==> config.mk <==
export PLATFORM = sky130hd
export DESIGN_NAME = mac_vert_column_sched
export DESIGN_NICKNAME = d
export VERILOG_FILES = /design/src/rtl/mac_vert_column_sched.sv
export SDC_FILE = /design/constraint.sdc
export NUM_CORES = 1
export LEC_CHECK = 0
export CORE_MARGIN = 10
export CORE_UTILIZATION = 41
export CTS_CLUSTER_SIZE = 16
export DETAILED_ROUTE_END_ITERATION = 8
export GPL_ROUTABILITY_DRIVEN = 0
export PLACE_DENSITY = 0.68
export SLEW_MARGIN = 20
export SYNTH_ARGS = -nofsm -noshare
export SYNTH_HDL_FRONTEND = slang
export SYNTH_SLANG_ARGS = --single-unit
==> constraint.sdc <==
create_clock -name clk -period 4.2 [get_ports clk]
set_clock_uncertainty 0.1 [all_clocks]
set_input_delay 0.42 -clock clk [delete_from_list [all_inputs] [get_ports clk]]
set_output_delay 0.42 -clock clk [all_outputs]
set_load 0.02 [all_outputs]
==> src/rtl/mac_vert_column_sched.sv <==
// mac_vert_column_sched
// ---------------------------------------------------------------------------
// Column sequencer for one bit-serial vertical MAC datapath. A job descriptor
// (bit-column mask + chain flag) is accepted over cmd_valid/cmd_ready. The
// set bit-columns are walked from MSB to LSB, one per cycle that the operand
// feed has data. A single flush bubble follows so the one-cycle psum pipeline
// drains into the accumulator. The result is then offered to the collector
// with result_valid/result_ready backpressure.
//
// Ports
//   clk, reset             clock, asynchronous active-low reset
//   cmd_valid/cmd_ready    job handshake (ready only while idle)
//   cmd_col_mask           bit c set -> column c is processed
//   cmd_chain              1: seed from accum_prev, 0: seed from zero
//   op_valid               operand feed holds data for mac_col_idx
//   abort                  drop the current job
//   mac_en                 datapath enable
//   mac_load_accum         datapath load_accum (first update of a job)
//   mac_col_idx            column index / operand fetch address
//   mac_is_msb             column index is the top bit-column
//   mac_bubble             flush cycle: wrapper zeroes act/sum/mul inputs
//   accum_prev_zero        wrapper substitutes 0 for accum_prev
//   result_valid/ready     result handshake to the output collector
//   busy_cycles            saturating count of non-idle cycles
// ---------------------------------------------------------------------------
module mac_vert_column_sched #(
    parameter int NUM_COLS = 8,
    parameter int COL_W    = $clog2(NUM_COLS),
    parameter int CNT_W    = 16
) (
    input  logic                clk,
    input  logic                reset,
    input  logic                cmd_valid,
    output logic                cmd_ready,
    input  logic [NUM_COLS-1:0] cmd_col_mask,
    input  logic                cmd_chain,
    input  logic                op_valid,
    input  logic                abort,
    output logic                mac_en,
    output logic                mac_load_accum,
    output logic [COL_W-1:0]    mac_col_idx,
    output logic                mac_is_msb,
    output logic                mac_bubble,
    output logic                accum_prev_zero,
    output logic                result_valid,
    input  logic                result_ready,
    output logic [CNT_W-1:0]    busy_cycles
);

    typedef enum logic [1:0] {
        S_IDLE,
        S_ISSUE,
        S_DRAIN,
        S_DONE
    } state_t;

    state_t              state_q;
    logic [NUM_COLS-1:0] rem_mask_q;
    logic                chain_q;
    logic                first_q;    // next datapath update is the job's first
    logic                aborted_q;  // current DRAIN was entered through abort
    logic [CNT_W-1:0]    busy_q;

    logic [COL_W-1:0]    col_sel;
    logic [NUM_COLS-1:0] sel_onehot;
    logic [NUM_COLS-1:0] rem_after;

    // Highest set bit of the remaining mask. The ascending loop lets the
    // highest match overwrite the lower ones.
    // NOTE: every always_comb output gets a default before any conditional
    // assignment, otherwise the tool infers a latch for the untaken paths.
    always_comb begin
        col_sel    = '0;
        sel_onehot = '0;
        for (int c = 0; c < NUM_COLS; c++) begin
            if (rem_mask_q[c]) begin
                col_sel       = COL_W'(c);
                sel_onehot    = '0;
                sel_onehot[c] = 1'b1;
            end
        end
    end

    assign rem_after = rem_mask_q & ~sel_onehot;

    // Datapath controls are decoded from state plus the live op_valid/abort,
    // so a stall removes mac_en in the same cycle the feed runs dry.
    always_comb begin
        cmd_ready      = 1'b0;
        mac_en         = 1'b0;
        mac_load_accum = 1'b0;
        mac_col_idx    = '0;
        mac_is_msb     = 1'b0;
        mac_bubble     = 1'b0;
        result_valid   = 1'b0;
        unique case (state_q)
            S_IDLE: begin
                cmd_ready = 1'b1;
            end
            S_ISSUE: begin
                mac_col_idx    = col_sel;
                mac_is_msb     = (col_sel == COL_W'(NUM_COLS - 1));
                mac_en         = op_valid & ~abort;
                mac_load_accum = first_q & op_valid & ~abort;
            end
            S_DRAIN: begin
                mac_en         = 1'b1;
                mac_bubble     = 1'b1;
                mac_load_accum = first_q;
            end
            S_DONE: begin
                result_valid = 1'b1;
            end
            default: ;
        endcase
    end

    assign accum_prev_zero = mac_load_accum & ~chain_q;
    assign busy_cycles     = busy_q;

    // NOTE: sequential state uses non-blocking assignments only, so every
    // register samples the pre-edge values regardless of statement order.
    always_ff @(posedge clk or negedge reset) begin
        if (!reset) begin
            state_q    <= S_IDLE;
            rem_mask_q <= '0;
            chain_q    <= 1'b0;
            first_q    <= 1'b0;
            aborted_q  <= 1'b0;
            busy_q     <= '0;
        end else begin
            if (state_q != S_IDLE && busy_q != '1) begin
                busy_q <= busy_q + CNT_W'(1);
            end

            unique case (state_q)
                S_IDLE: begin
                    if (cmd_valid) begin
                        rem_mask_q <= cmd_col_mask;
                        chain_q    <= cmd_chain;
                        first_q    <= 1'b1;
                        aborted_q  <= 1'b0;
                        state_q    <= (cmd_col_mask != '0) ? S_ISSUE : S_DRAIN;
                    end
                end
                S_ISSUE: begin
                    if (abort) begin
                        rem_mask_q <= '0;
                        aborted_q  <= 1'b1;
                        state_q    <= S_DRAIN;
                    end else if (op_valid) begin
                        rem_mask_q <= rem_after;
                        first_q    <= 1'b0;
                        if (rem_after == '0) begin
                            state_q <= S_DRAIN;
                        end
                    end
                end
                S_DRAIN: begin
                    first_q   <= 1'b0;
                    aborted_q <= 1'b0;
                    state_q   <= aborted_q ? S_IDLE : S_DONE;
                end
                S_DONE: begin
                    if (abort || result_ready) begin
                        state_q <= S_IDLE;
                    end
                end
                default: begin
                    state_q <= S_IDLE;
                end
            endcase
        end
    end

endmodule

==> impl_metrics.json <==
{
  "cts_tree": "built",
  "cts.clk_slew.worst_paths_ns": 0.06,
  "ys.flop_type": "dfrtp_1",
  "numCtsBuffers": 5,
  "grt_pass1_wl_mm": 7.20,
  "tns_ns": 0,
  "synth_cell_types": 41,
  "slew_viol_final": 0,
  "leakagePower_uw": 0.000966,
  "setup_violations": 0,
  "synth_nets": 199,
  "critical_path.top_delay_family": "simple AND/OR/NAND/NOR gates",
  "path_max_fanout": 16,
  "grt_setup_unrepaired": "no",
  "async_reset_ff_frac": 1.00,
  "powerDensity_nw_per_um2": 670,
  "die-area_um2": 7100,
  "portBuffers": 40,
  "worst_pin_slew_ns": 0.739,
  "cts_sinks": 29,
  "route.detailed.drc": 0,
  "clockBufferDepth": 2,
  "worstPathCellList": "inv_1, ha_1, nor2b_1, a21oi_1, nor2b_1, and2_1, nor2b_1, clkdlybuf4s50_1",
  "worstPathRequired_ns": 3.68,
  "rr_endpoint": "rem_mask_q[1]",
  "crit_type": "flop to output pin",
  "synth_edf_count": 0,
  "outcome": "completed",
  "p_sw_frac": 0.427,
  "chipHeight_um": 84.3,
  "p_seq_frac": 0.325,
  "antenna_found_initial": 0,
  "dp_hpwl_mm": 3.15,
  "relSlewSlack": 0.503,
  "start_util": 0.424,
  "setup.worst_path.end": "accum_prev_zero",
  "core_area_um2": 4000,
  "crit_start": "state_q[1]",
  "end_kind": "output pin",
  "start_kind": "flop",
  "cpMaxStageDelayCell": "clkdlybuf4s50_1",
  "grt_pass1_vias": 1483,
  "rr_startpoint": "state_q[1]",
  "p_int_uw": 854,
  "post-route-min-period_ns": 3.35,
  "dr_total_vias": 1465,
  "hp-class": "flop to flop",
  "clk-insertion-delay-late_ns": 0.28,
  "syn_inst": 179,
  "io_pins": 41,
  "final_net_count": 242,
  "p_switching_uw": 635,
  "synth.avg_cell_area_um2": 9.46,
  "wl_mm": 4.19,
  "cts-root-buf": "clkbuf_8",
  "combPwrFrac": 0.526,
  "yosysSeqAreaShare": 0.428,
  "area_delta_synth_final_pct": 31.1,
  "r2r_slack_ns": 1.79,
  "yosysTopAreaCell": "dfrtp_1",
  "final_layout_size_suffix_gt1_frac": 0.0807,
  "ant_nets": 0,
  "gr-usage-all-layers": 0.122,
  "critical_path_depth": 8,
  "post_cts_resized": 0,
  "crit_path_frequent_cell": "nor2b_1",
  "syn_area_um2": 1690,
  "drtIter0Drc": 89,
  "crit_buf_inv": 2,
  "yosys_register_bits": 29,
  "stdcell_area_um2": 2220,
  "row_count": 23,
  "htreeDepth": 2,
  "wl_per_cell_um": 15.3,
  "firstDrtPassIters": 4,
  "cp_slowest_stage_delay_ns": 0.62,
  "grt_overflow": 0,
  "yosysWarnings": 0,
  "worst_ep_arrival_time_ns": 2.83,
  "synth_top_area_frac": 0.428,
  "synth_area_leaders": "dfrtp_1 (43%), ha_1 (3.7%), o21ai_0 (3.5%), xnor2_1 (3.1%), a21oi_1 (3.0%)",
  "fin_crit_sh": 0.798,
  "finalHoldViolations": 0,
  "post_cts_buffers": 0,
  "ir_drop_v": 0.000349,
  "placed_area_um2": 2140,
  "cts_hold_buf": 0,
  "grt_start_max_net_pins": 30,
  "n_antenna_cell": 0,
  "clkPwrFrac": 0.149,
  "reg2reg_depth": 7,
  "avgViaCountPerCell": 5.37,
  "fmax_mhz": 298,
  "cap_viol_max_count": 0,
  "chipWidth_um": 84.3
}
-- metal layers --
metal / global-route usage / vias up / wire length, µm
li1: - / 732 / -
met4: 0.0502 / 0 / 69
met2: 0.183 / 21 / 1950
met5: 0 / - / 0
met1: 0.152 / 706 / 1940
met3: 0.0483 / 6 / 232
-- logic make-up after synthesis --
group / synth area share
AO/OA/AOI/OAI: 0.176
XOR/XNOR: 0.0569
adder cells (fa/ha/maj): 0.0369
buffers and inverters: 0.0354
flip-flops: 0.428
multiplexers: 0.0465
AND/OR/NAND/NOR: 0.220
-- registers in the layout, indices dropped and copies added, names as in the netlist --
register	count
state_q	2
chain_q	1
first_q	1
aborted_q	1
busy_cycles	16
rem_mask_q	8
-- power groups by stage --
stage,sequential [µW],clock (µW),combinational [µW]
global placement,486,0,782
floorplan,482,0,524
global route,507,244,865
finish,484,222,783
detailed placement,489,0,787
CTS,484,229,793
-- synthesized netlist by cell type, types with 2 or more instances --
master     n
xor2_1     5
o31ai_1    2
xnor2_1    6
o21ai_0   12
and4_1     3
ha_1       5
clkbuf_1   4
a22o_1     5
mux2_2     3
nor2b_1    6
nor2_1    12
nor4_1     3
dfrtp_1   29
nand2b_1   5
inv_1      9
a211o_2    2
and3_1     5
and2_1     3
nand2_1   11
mux2i_1    3
o21a_1     2
nand4_1    4
a21oi_1   10
nor3_1     8
nand3_1    6
-- how the worst min path moves through the flow --
| stage | cells past startpoint | startpoint | slack, ns | to |
|---|---|---|---|---|
| after CTS | 1 | busy_cycles[9] | 0.39 | busy_cycles[9] |
| after global routing | 1 | busy_cycles[9] | 0.43 | busy_cycles[9] |
| after floorplan | 0 | reset | 0.02 | aborted_q |
| after detailed placement | 1 | busy_cycles[9] | 0.38 | busy_cycles[9] |
| after global placement | 1 | busy_cycles[9] | 0.37 | busy_cycles[9] |
| final | 1 | busy_cycles[9] | 0.38 | busy_cycles[9] |
-- stage by stage --
step	hold slack (ns)	cells	total power [µW]	utilization	worst slack (ns)
after floorplan	0.0244	179	1010	-	1.56
after global placement	0.375	265	1270	0.535	1.29
after detailed placement	0.379	265	1280	0.535	1.17
after CTS	0.389	273	1510	0.555	0.841
after global routing	0.425	273	1620	0.555	0.555
final	0.384	273	1490	0.555	0.847
-- final cells by class --
class	instances	area, µm²
timing repair buffer	41	408
inverter	9	33.8
multi-input combinational	136	908
tap	50	62.6
sequential	29	726
clock inverter	2	10.0
fill	390	1780
clock buffer	6	72.6
-- cell usage in the layout, fill, tap and decap left out, types with 2 or more instances in the layout --
cell type / count
o21a_1: 2
o21ai_0: 12
a21oi_1: 10
and4_1: 3
xnor2_1: 6
dfrtp_1: 29
nand2_1: 11
and2_1: 3
nor2_1: 12
clkdlybuf4s50_1: 40
nand3_1: 6
inv_1: 9
clkbuf_8: 5
nand4_1: 4
nor2b_1: 6
a22o_1: 5
nor3_1: 8
ha_1: 5
mux2i_1: 3
clkinv_2: 2
mux2_2: 3
nor4_1: 3
o31ai_1: 2
a211o_2: 2
xor2_1: 5
nand2b_1: 5
and3_1: 5
Power figures use the tool's default switching activity.
